`config.mk`:
```
export PLATFORM = sky130hd
export DESIGN_NAME = register_file_bist_ctrl
export DESIGN_NICKNAME = d
export VERILOG_FILES = /design/src/rtl/register_file_bist_ctrl.sv
export SDC_FILE = /design/constraint.sdc
export NUM_CORES = 1
export LEC_CHECK = 0
export CORE_MARGIN = 8
export CORE_UTILIZATION = 40
export DETAILED_ROUTE_END_ITERATION = 7
export PLACE_DENSITY = 0.73
export SLEW_MARGIN = 20
export SYNTH_ARGS = -nofsm -noshare
export SYNTH_HDL_FRONTEND = slang
export SYNTH_SLANG_ARGS = --single-unit
export TNS_END_PERCENT = 1
```
`constraint.sdc`:
```
create_clock -name clk -period 3.1 [get_ports clk]
set_input_delay 0.93 -clock clk [delete_from_list [all_inputs] [get_ports clk]]
set_output_delay 0.93 -clock clk [all_outputs]
set_load 0.05 [all_outputs]
```
`src/rtl/register_file_bist_ctrl.sv`:
```
// March C- BIST initiator for the register-file test port.
// Walks every word through six march elements, compares each read against
// the expected background and reports pass/fail, first failing address and
// a saturating miscompare count.
module register_file_bist_ctrl #(
   parameter int ADDR_WIDTH = 5,
   parameter int DATA_WIDTH = 32,
   parameter int NUM_WORDS = 2**ADDR_WIDTH,
   parameter int READ_LATENCY = 1,
   parameter logic [DATA_WIDTH-1:0] BACKGROUND = DATA_WIDTH'({DATA_WIDTH{2'b01}}),
   parameter int CNT_WIDTH = 8
) (
   input  logic                  clk,
   input  logic                  rst,
   input  logic                  start_i,
   input  logic                  abort_i,
   output logic                  busy_o,
   output logic                  done_o,
   output logic                  fail_o,
   output logic [ADDR_WIDTH-1:0] fail_addr_o,
   output logic [CNT_WIDTH-1:0]  fail_cnt_o,
   output logic                  BIST,
   output logic                  CSN_T,
   output logic                  WEN_T,
   output logic [ADDR_WIDTH-1:0] A_T,
   output logic [DATA_WIDTH-1:0] D_T,
   input  logic [DATA_WIDTH-1:0] Q_T
);

   typedef enum logic [1:0] {IDLE, RUN, DRAIN, DONE} state_t;

   localparam logic [ADDR_WIDTH-1:0] LAST_ADDR = ADDR_WIDTH'(NUM_WORDS - 1);

   state_t state, state_n;

   // Cursor pointing at the next op to issue: element, address, op-within-address
   logic [2:0]            elem, elem_adv, op_elem;
   logic [ADDR_WIDTH-1:0] addr, addr_adv, op_addr;
   logic                  sub, sub_adv, op_sub;

   logic single, is_read, exp_one, wr_one, descending, at_end, last_op;

   logic                  bist_n, csn_n, wen_n, busy_n, done_n;
   logic [ADDR_WIDTH-1:0] a_n;
   logic [DATA_WIDTH-1:0] d_n;
   logic                  push, flush, cmp_en, clear_fail, advance, drain_empty, miscompare;

   // Stage 0 tracks the read currently on the bus; stage READ_LATENCY is the
   // one whose data is present on Q_T at the current edge.
   logic [READ_LATENCY:0] pipe_valid;
   logic [READ_LATENCY:0] pipe_exp;
   logic [ADDR_WIDTH-1:0] pipe_addr [READ_LATENCY+1];

   // Decode the op at the cursor and work out where the cursor goes after it
   always_comb begin
      op_elem = elem;
      op_addr = addr;
      op_sub  = sub;
      if (state == IDLE || state == DONE) begin
         op_elem = '0;
         op_addr = '0;
         op_sub  = 1'b0;
      end
      single     = (op_elem == 3'd0) || (op_elem == 3'd5);
      is_read    = (op_elem == 3'd5) || ((op_elem != 3'd0) && !op_sub);
      exp_one    = (op_elem == 3'd2) || (op_elem == 3'd4);
      wr_one     = (op_elem == 3'd1) || (op_elem == 3'd3);
      descending = (op_elem >= 3'd3);
      at_end     = descending ? (op_addr == '0) : (op_addr == LAST_ADDR);
      last_op    = (op_elem == 3'd5) && at_end;
      elem_adv   = op_elem;
      addr_adv   = op_addr;
      sub_adv    = 1'b0;
      if (!single && !op_sub) begin
         sub_adv = 1'b1;
      end else if (at_end) begin
         elem_adv = op_elem + 3'd1;
         addr_adv = (op_elem >= 3'd2) ? LAST_ADDR : '0;
      end else if (descending) begin
         addr_adv = op_addr - ADDR_WIDTH'(1);
      end else begin
         addr_adv = op_addr + ADDR_WIDTH'(1);
      end
   end

   assign drain_empty = (pipe_valid[READ_LATENCY-1:0] == '0);
   assign miscompare  = cmp_en && pipe_valid[READ_LATENCY] &&
                        (Q_T != (pipe_exp[READ_LATENCY] ? ~BACKGROUND : BACKGROUND));

   // Next-state and next-output logic; outputs hold unless an op is issued
   always_comb begin
      state_n    = state;
      bist_n     = BIST;
      csn_n      = 1'b1;
      wen_n      = 1'b1;
      a_n        = A_T;
      d_n        = D_T;
      busy_n     = busy_o;
      done_n     = done_o;
      push       = 1'b0;
      flush      = 1'b0;
      cmp_en     = 1'b0;
      clear_fail = 1'b0;
      advance    = 1'b0;
      case (state)
         IDLE, DONE: begin
            if (start_i) begin
               state_n    = RUN;
               busy_n     = 1'b1;
               done_n     = 1'b0;
               bist_n     = 1'b1;
               clear_fail = 1'b1;
               advance    = 1'b1;
            end
         end
         RUN: begin
            if (abort_i) begin
               state_n = IDLE;
               flush   = 1'b1;
               bist_n  = 1'b0;
               busy_n  = 1'b0;
               done_n  = 1'b0;
            end else begin
               cmp_en  = 1'b1;
               advance = 1'b1;
               if (last_op) state_n = DRAIN;
            end
         end
         DRAIN: begin
            if (abort_i) begin
               state_n = IDLE;
               flush   = 1'b1;
               bist_n  = 1'b0;
               busy_n  = 1'b0;
               done_n  = 1'b0;
            end else begin
               cmp_en = 1'b1;
               if (drain_empty) begin
                  state_n = DONE;
                  busy_n  = 1'b0;
                  done_n  = 1'b1;
                  bist_n  = 1'b0;
               end
            end
         end
         default: state_n = IDLE;
      endcase
      if (advance) begin
         csn_n = 1'b0;
         wen_n = is_read;
         a_n   = op_addr;
         push  = is_read;
         if (!is_read) d_n = wr_one ? ~BACKGROUND : BACKGROUND;
      end
   end

   // FSM state and march cursor
   always_ff @(posedge clk or posedge rst) begin
      if (rst) begin
         state <= IDLE;
         elem  <= '0;
         addr  <= '0;
         sub   <= 1'b0;
      end else begin
         state <= state_n;
         if (advance) begin
            elem <= elem_adv;
            addr <= addr_adv;
            sub  <= sub_adv;
         end
      end
   end

   // Registered test-port and status outputs
   always_ff @(posedge clk or posedge rst) begin
      if (rst) begin
         BIST   <= 1'b0;
         CSN_T  <= 1'b1;
         WEN_T  <= 1'b1;
         A_T    <= '0;
         D_T    <= '0;
         busy_o <= 1'b0;
         done_o <= 1'b0;
      end else begin
         BIST   <= bist_n;
         CSN_T  <= csn_n;
         WEN_T  <= wen_n;
         A_T    <= a_n;
         D_T    <= d_n;
         busy_o <= busy_n;
         done_o <= done_n;
      end
   end

   // Read-compare pipeline and sticky fail status
   always_ff @(posedge clk or posedge rst) begin
      if (rst) begin
         pipe_valid  <= '0;
         pipe_exp    <= '0;
         for (int i = 0; i <= READ_LATENCY; i++) pipe_addr[i] <= '0;
         fail_o      <= 1'b0;
         fail_addr_o <= '0;
         fail_cnt_o  <= '0;
      end else begin
         if (flush) begin
            pipe_valid <= '0;
         end else begin
            pipe_valid <= {pipe_valid[READ_LATENCY-1:0], push};
         end
         pipe_exp     <= {pipe_exp[READ_LATENCY-1:0], exp_one};
         pipe_addr[0] <= op_addr;
         for (int i = 1; i <= READ_LATENCY; i++) pipe_addr[i] <= pipe_addr[i-1];
         if (clear_fail) begin
            fail_o      <= 1'b0;
            fail_addr_o <= '0;
            fail_cnt_o  <= '0;
         end else if (miscompare) begin
            fail_o <= 1'b1;
            if (!fail_o) fail_addr_o <= pipe_addr[READ_LATENCY];
            if (fail_cnt_o != {CNT_WIDTH{1'b1}}) fail_cnt_o <= fail_cnt_o + CNT_WIDTH'(1);
         end
      end
   end

endmodule
```
==> results of run 1 <==
state kept, by name (all words and copies together), names as in the netlist:
signal,count
pipe_valid,2
D_T,2
pipe_addr,10
elem,3
fail_cnt_o,8
pipe_exp,2
A_T,5
done_o,1
sub,1
fail_addr_o,5
addr,5
CSN_T,1
BIST,1
fail_o,1
WEN_T,1
state,2
power by group through the flow:
stage	Combinational [mW]	Sequential, mW	Clock (mW)
after CTS	1.50	0.854	0.465
after global placement	1.48	0.860	0
after floorplan	0.966	1.00	0
final	1.49	0.854	0.451
after global routing	1.58	0.871	0.493
after detailed placement	1.49	0.867	0
worst paths after layout:
kind,start,to,slack [ns],cells after the start
setup / recovery,state[0]$_DFFE_PP0P_,addr[3]$_DFFE_PP0P_,0.26,13
hold / removal,pipe_addr[8]$_DFF_PP0_,pipe_addr[3]$_DFF_PP0_,0.35,0
setup reg to reg,state[0]$_DFFE_PP0P_,addr[3]$_DFFE_PP0P_,0.26,13
hold reg to reg,pipe_addr[8]$_DFF_PP0_,pipe_addr[3]$_DFF_PP0_,0.35,0
max in group asynchronous,rst,CSN_T$_DFF_PP1_,1.46,3
min in group asynchronous,rst,fail_addr_o[3]$_DFFE_PP0P_,0.96,2
cells by family after synthesis:
logic type               after synthesis
AND/OR/NAND/NOR                      106
AO/OA/AOI/OAI                         66
buffers and inverters                 51
flip-flops                            50
adder cells (fa/ha/maj)               14
multiplexers                           9
XOR/XNOR                               4
metrics by stage:
stage	setup slack (ns)	utilization
2_1_floorplan	0.167	-
4_1_cts	0.222	0.544
6_report	0.262	0.544
3_5_place_dp	0.158	0.529
5_1_grt	0.00207	0.544
3_3_place_gp	0.224	0.529
cells in the mapped netlist, types with 6 or more instances:
master    count  area share
a21oi_1      20       0.034
buf_4        31       0.079
dfrtp_1      48        0.41
ha_1         13       0.055
inv_1        13       0.017
mux2i_1       6       0.020
nand2_1      31       0.040
nand3_1      12       0.020
nand4b_1      6       0.018
nor2_1       13       0.017
nor2b_1       7       0.015
nor4bb_1      8       0.027
o21ai_0      14       0.024
area by class of cell:
| cell class | count | share of cell area |
|---|---|---|
| Sequential cell | 50 | 0.321 |
| Clock buffer | 6 | 0.0186 |
| Timing Repair Buffer | 101 | 0.253 |
| Multi-Input combinational cell | 199 | 0.352 |
| Clock inverter | 2 | 0.00962 |
| Inverter | 15 | 0.0144 |
| Tap cell | 99 | 0.0317 |
worst max-delay path: stages (launching register included):
cell	delay, ns
dfrtp_1	0.38
inv_1	0.05
ha_1	0.35
nor2b_1	0.27
ha_1	0.22
inv_1	0.05
ha_1	0.28
inv_1	0.16
ha_1	0.27
a21oi_1	0.13
o21ai_0	0.12
xor2_1	0.16
a21boi_0	0.20
o21ai_1	0.08
layer usage:
layer  wire length [um]  part of all wire  up-vias
met3                592             0.083        2
met1               3120              0.44     1129
met2               3380              0.48       81
li1                   -                 -     1176
met4                 15            0.0021        0
met5                  0                 0        -
==> impl_results.md, run 1 <==
- Num ports: roughly 90
- Netlist Area Pre-Place: 2940 um^2
- Final Hold Fails: 0
- RSZ-0062 raised after global routing: no
- Clock root buffer: clkbuf_8
- Simple-Gate Fraction of Synth Area: 0.205
- Layout net count: ~420
- Die span in y: 102 um
- Die width: 102 um
- Sequential Power Share: 0.306
- Clock latency on the worst-skew pair: around 0.3 ns
- Final Critical Period: 2.84 ns
- Yosys warning count: 0
- Post-synth top flop: dfrtp_1
- Multiplexer share of the synthesized area: 0.0319
- Initial antenna violation count: 0
- Worst Setup Start Kind: register
- # DRC: 0
- Bufs on Longest Clock Path: 2
- Setup bufs post-CTS: 0
- Total power: roughly 2.8 mW
- Gate power share: 0.533
- Gr busiest metal: met2
- PwrDens: 715 nW/um^2
- Sw Ratio: 0.455
- Number of synthesized flops with an enable pin: 0
- Routing usage on met2: 0.231
- Drt wl/cell: 15.1 um
- WHS: 0.354 ns
- Final Cell Area: 3900 um^2
- H-tree Lvls: 2
- Post-synthesis async set-or-reset flop share: 1.00
- Slew margin rel.: 0.569
- Fmax: 352 MHz
- Total GRT Usage: 0.136
- Storage cell area: 1250 um^2
- Gr ovfl total: 0
- Required time worst endpoint: ~3.3 ns
- First-pass DRT Iterations: 6
- Most frequent cells in the layout: clkdlybuf4s50_1, dfrtp_1, nand2_1, a21oi_1, o21ai_0
- ANT nets after route: 0
- Synth-to-Final Area Change: 32.8%
- Largest net degree at the start of global routing: 24
- CTS Hold Bufs: 0
- Clk pwr share: 0.162
- Worst Path Class, Setup: register to register
- Net Sw Power: between 1 and 1.5 mW
- Inst Count DP: 464
- Final Non-Filler Cells: 472
- Syn_nets: 350
- Sequential area share after synthesis: 0.427
- Adder-cell share of the synthesized area: 0.0622
- Critical Path AT: 3.02 ns
- Worst Clk Skew: around 0.0046 ns
- Clock transition at path regs: around 0.09 ns
- Crit end category: register
- Gpl congestion: around 0.83
- Filler instances: 629
- Final max-slew violation count: 0
- Hpwl dp: 5.61 mm
- CTS tree: yes
- Resize count post-CTS: 0
- Placement Rows: 31
- Layout cells sized above 1: 0.0965
- Fin crit share: 0.916
- Synthesized flop and latch total: 50
- Routed wire length: just over 7 mm
- Core area: 7180 um^2
- Via count: 2,388
- Multi-input logic area: around 1400 um^2
- Worst Path Max Fanout: 6
- Peak supply drop: 0.467 mV
- Area after DPL: 3790 um^2
- Status: finished clean
- Internal power: about 1.5 mW
- Least-Margin Pin Slew: 0.641 ns
- Setup TNS: 0 ns
- Grt met1 use: 0.164
- Setup violators final: 0
- DR iter-0 viols: 80
- Mean number of vias per cell: between 5 and 6
- Met3 usage: 0.0399
- N_diodes: 0
- Clock buffer count from CTS: 5
- Synth Area in Compound Gates: 0.156
- First-pass GRT wire length: ~11 mm
- HP Class: register to register
- Quantity of I/O buffers inserted on ports: 91
- Yosys cell types: 60
- Vias in the first global route: 2,402
- Mean area per synthesized cell: 9.79 um^2
- Most common cell after layout, fill and taps aside: clkdlybuf4s50_1
- Die ar.: 10,300 um^2
- Starting Density: 0.409
- Main combinational cell family by area after synthesis: simple AND/OR/NAND/NOR gates
- Post-Synthesis Cells: 300
- Max-Cap Viols: 0
- Leakage power: 1.71 nW
- Clk sink count: 50
- Synth Area in XOR/XNOR: 0.0119
No activity file was read; power rests on OpenSTA's default activity.
==> run 2, diff against run 1 <==
--- a/config.mk
+++ b/config.mk
@@ -5,6 +5,7 @@
 export SDC_FILE = /design/constraint.sdc
 export NUM_CORES = 1
 export LEC_CHECK = 0
+export CAP_MARGIN = 20
 export CORE_MARGIN = 8
 export CORE_UTILIZATION = 40
 export DETAILED_ROUTE_END_ITERATION = 7
==> results of run 2 <==
The final DEF is identical to that of run 1; final timing and power are the same.
==> run 3, diff against run 2 <==
--- a/config.mk
+++ b/config.mk
@@ -9,7 +9,9 @@
 export CORE_MARGIN = 8
 export CORE_UTILIZATION = 40
 export DETAILED_ROUTE_END_ITERATION = 7
+export HOLD_SLACK_MARGIN = 0.15
 export PLACE_DENSITY = 0.73
+export RECOVER_POWER = 50
 export SLEW_MARGIN = 20
 export SYNTH_ARGS = -nofsm -noshare
 export SYNTH_HDL_FRONTEND = slang
==> impl_results.md, run 3 (synthesis gave the netlist of run 1 again) <==
- CTS tree: yes
- Starting Density: 0.409 (unchanged)
- Final Critical Period: 2.86 ns (+0.0239 ns)
- Total GRT Usage: 0.136 (unchanged)
- Final core utilization: 0.540 (-0.00418)
- Leakage power: 1.69 nW (-1.0%)
- PwrDens: 711 nW/um^2 (-0.62%)
- Biggest regs: pipe_addr: 10 flops, fail_cnt_o: 8 flops
- Worst Path Max Fanout: 8 (+2)
- Setup bufs post-CTS: 0 (unchanged)
- Clock root buffer: clkbuf_8
- Layout net count: 422 (unchanged)
- Critical Path AT: 3.05 ns (+0.03 ns)
- Slew margin rel.: 0.387 (-0.182)
- HP Class: register to register
- Hpwl dp: 5.61 mm (unchanged)
- N_diodes: 0 (unchanged)
- Clock buffer count from CTS: 5 (unchanged)
- H-tree Lvls: 2 (unchanged)
- Initial antenna violation count: 0 (unchanged)
- Bufs on Longest Clock Path: 2 (unchanged)
- Fin crit share: 0.923 (+0.00772)
- RSZ-0062 raised after global routing: no
- Vias in the first global route: 2,402 (unchanged)
- Resize count post-CTS: 0 (unchanged)
- Max FFs per register: 10 (unchanged)
- Routed wire length: 7.06 mm (-0.77%)
- Die span in y: 102 um (unchanged)
- DR iter-0 viols: 86 (+7.5%)
- Clock transition at path regs: 0.09 ns (about the same)
- Worst Setup Start Kind: register
- Clk sink count: 50 (unchanged)
- Fmax: 349 MHz (-0.84%)
- Die ar.: 10,300 um^2 (unchanged)
- Most flops, register: pipe_addr
- Most frequent cells in the layout: clkdlybuf4s50_1, dfrtp_1, nand2_1, a21oi_1
- Setup TNS: 0 ns (unchanged)
- Placement Rows: 31 (unchanged)
- R2R cell count: 13 (unchanged)
- Worst Clk Skew: 0.00461 ns (+0.0000299 ns)
- Hold Path Cell Cnt: 0 (unchanged)
- Final Hold Fails: 0 (unchanged)
- Core area: 7180 um^2 (unchanged)
- Gpl congestion: 0.828 (unchanged)
- Quantity of I/O buffers inserted on ports: 91 (unchanged)
- Required time worst endpoint: 3.28 ns (about the same)
- Most common cell after layout, fill and taps aside: clkdlybuf4s50_1
- Status: finished clean
- Max-Cap Viols: 0 (unchanged)
- # DRC: 0 (unchanged)
- Setup violators final: 0 (unchanged)
- Synth-to-Final Area Change: 31.8%
- Mean number of vias per cell: 5.05 (-0.17%)
- First-pass DRT Iterations: 4 (-2)
- Worst Path Class, Setup: register to register
- Largest net degree at the start of global routing: 24 (unchanged)
- Least-Margin Pin Slew: 0.919 ns (+0.278 ns)
- Peak supply drop: 0.464 mV (-0.58%)
- ANT nets after route: 0 (unchanged)
- Num ports: 92 (unchanged)
- Crit end category: register
- Layout cells sized above 1: 0.0670 (-0.0295)
- Drt wl/cell: 14.9 um (-0.77%)
- Final max-slew violation count: 0 (unchanged)
- Gr ovfl total: 0 (unchanged)
- Via count: 2,384 (-0.17%)
- First-pass GRT wire length: 11.4 mm (unchanged)
- Die width: 102 um (unchanged)
- CTS Hold Bufs: 0 (unchanged)
- Clock latency on the worst-skew pair: 0.30 ns (about the same)
[run 3: cell count changes in the layout (fill, tap and decap cells not counted), sizes merged]
cell | previous run | this run
clkbuf | 6 | 13
clkinv | 0 | 1
buf | 10 | 3
inv | 15 | 14
dlygate4sd3 | 0 | 6
clkdlybuf4s50 | 91 | 85
[run 3: path summary, 6_finish.rpt]
kind,from,to,slack [ns]
setup / recovery,state[0]$_DFFE_PP0P_,addr[4]$_DFFE_PP0P_,0.24
hold / removal,pipe_addr[8]$_DFF_PP0_,pipe_addr[3]$_DFF_PP0_,0.35
setup reg to reg,state[0]$_DFFE_PP0P_,addr[4]$_DFFE_PP0P_,0.24
hold reg to reg,pipe_addr[8]$_DFF_PP0_,pipe_addr[3]$_DFF_PP0_,0.35
max in group asynchronous,rst,elem[0]$_DFFE_PP0P_,0.55
min in group asynchronous,rst,fail_addr_o[3]$_DFFE_PP0P_,1.24
[run 3: power by group]
part	switching, mW	internal (mW)	total, mW	leakage (nW)
Sequential	0.0841	0.770	0.854	0.667
Clock	0.210	0.241	0.451	0.0514
Combinational	0.971	0.476	1.45	0.975
[run 3: critical path, stage by stage (launching register included)]
cell and delay [ns]:
dfrtp_1 0.38, inv_1 0.05, ha_1 0.35, buf_4 0.18, inv_1 0.06, clkbuf_1 0.40, nand2_1 0.23, fa_1 0.47
inv_1 0.08, a21o_1 0.12, a21oi_1 0.07, xnor2_1 0.12, a21boi_0 0.18, o21ai_1 0.08
[run 3: layout make-up]
class / count / area, um^2
clock buffer: 6 / 72.6
clock inverter: 2 / 37.5
fill: 635 / 3300
inverter: 15 / 56.3
multi-input combinational: 199 / 1370
sequential: 50 / 1250
tap: 99 / 124
timing repair buffer: 101 / 960
[run 3: through the flow]
stage	instance area (um^2)	worst slack (ns)	instances	hold slack, ns	total power, mW
after CTS	3900	0.222	472	0.352	2.82
final	3870	0.238	472	0.354	2.75
after detailed placement	3790	0.158	464	0.336	2.36
after global routing	3870	0.00169	472	0.348	2.91
after floorplan	2940	0.167	300	0.331	1.97
after global placement	3790	0.224	464	0.332	2.34
[run 3: layer usage]
layer / vias to the layer above / global-route usage / share of wire
met5: - / 0 / 0
met4: 0 / 0.0344 / 0.0064
met3: 7 / 0.0399 / 0.084
met2: 78 / 0.231 / 0.47
met1: 1126 / 0.164 / 0.44
li1: 1173 / - / -
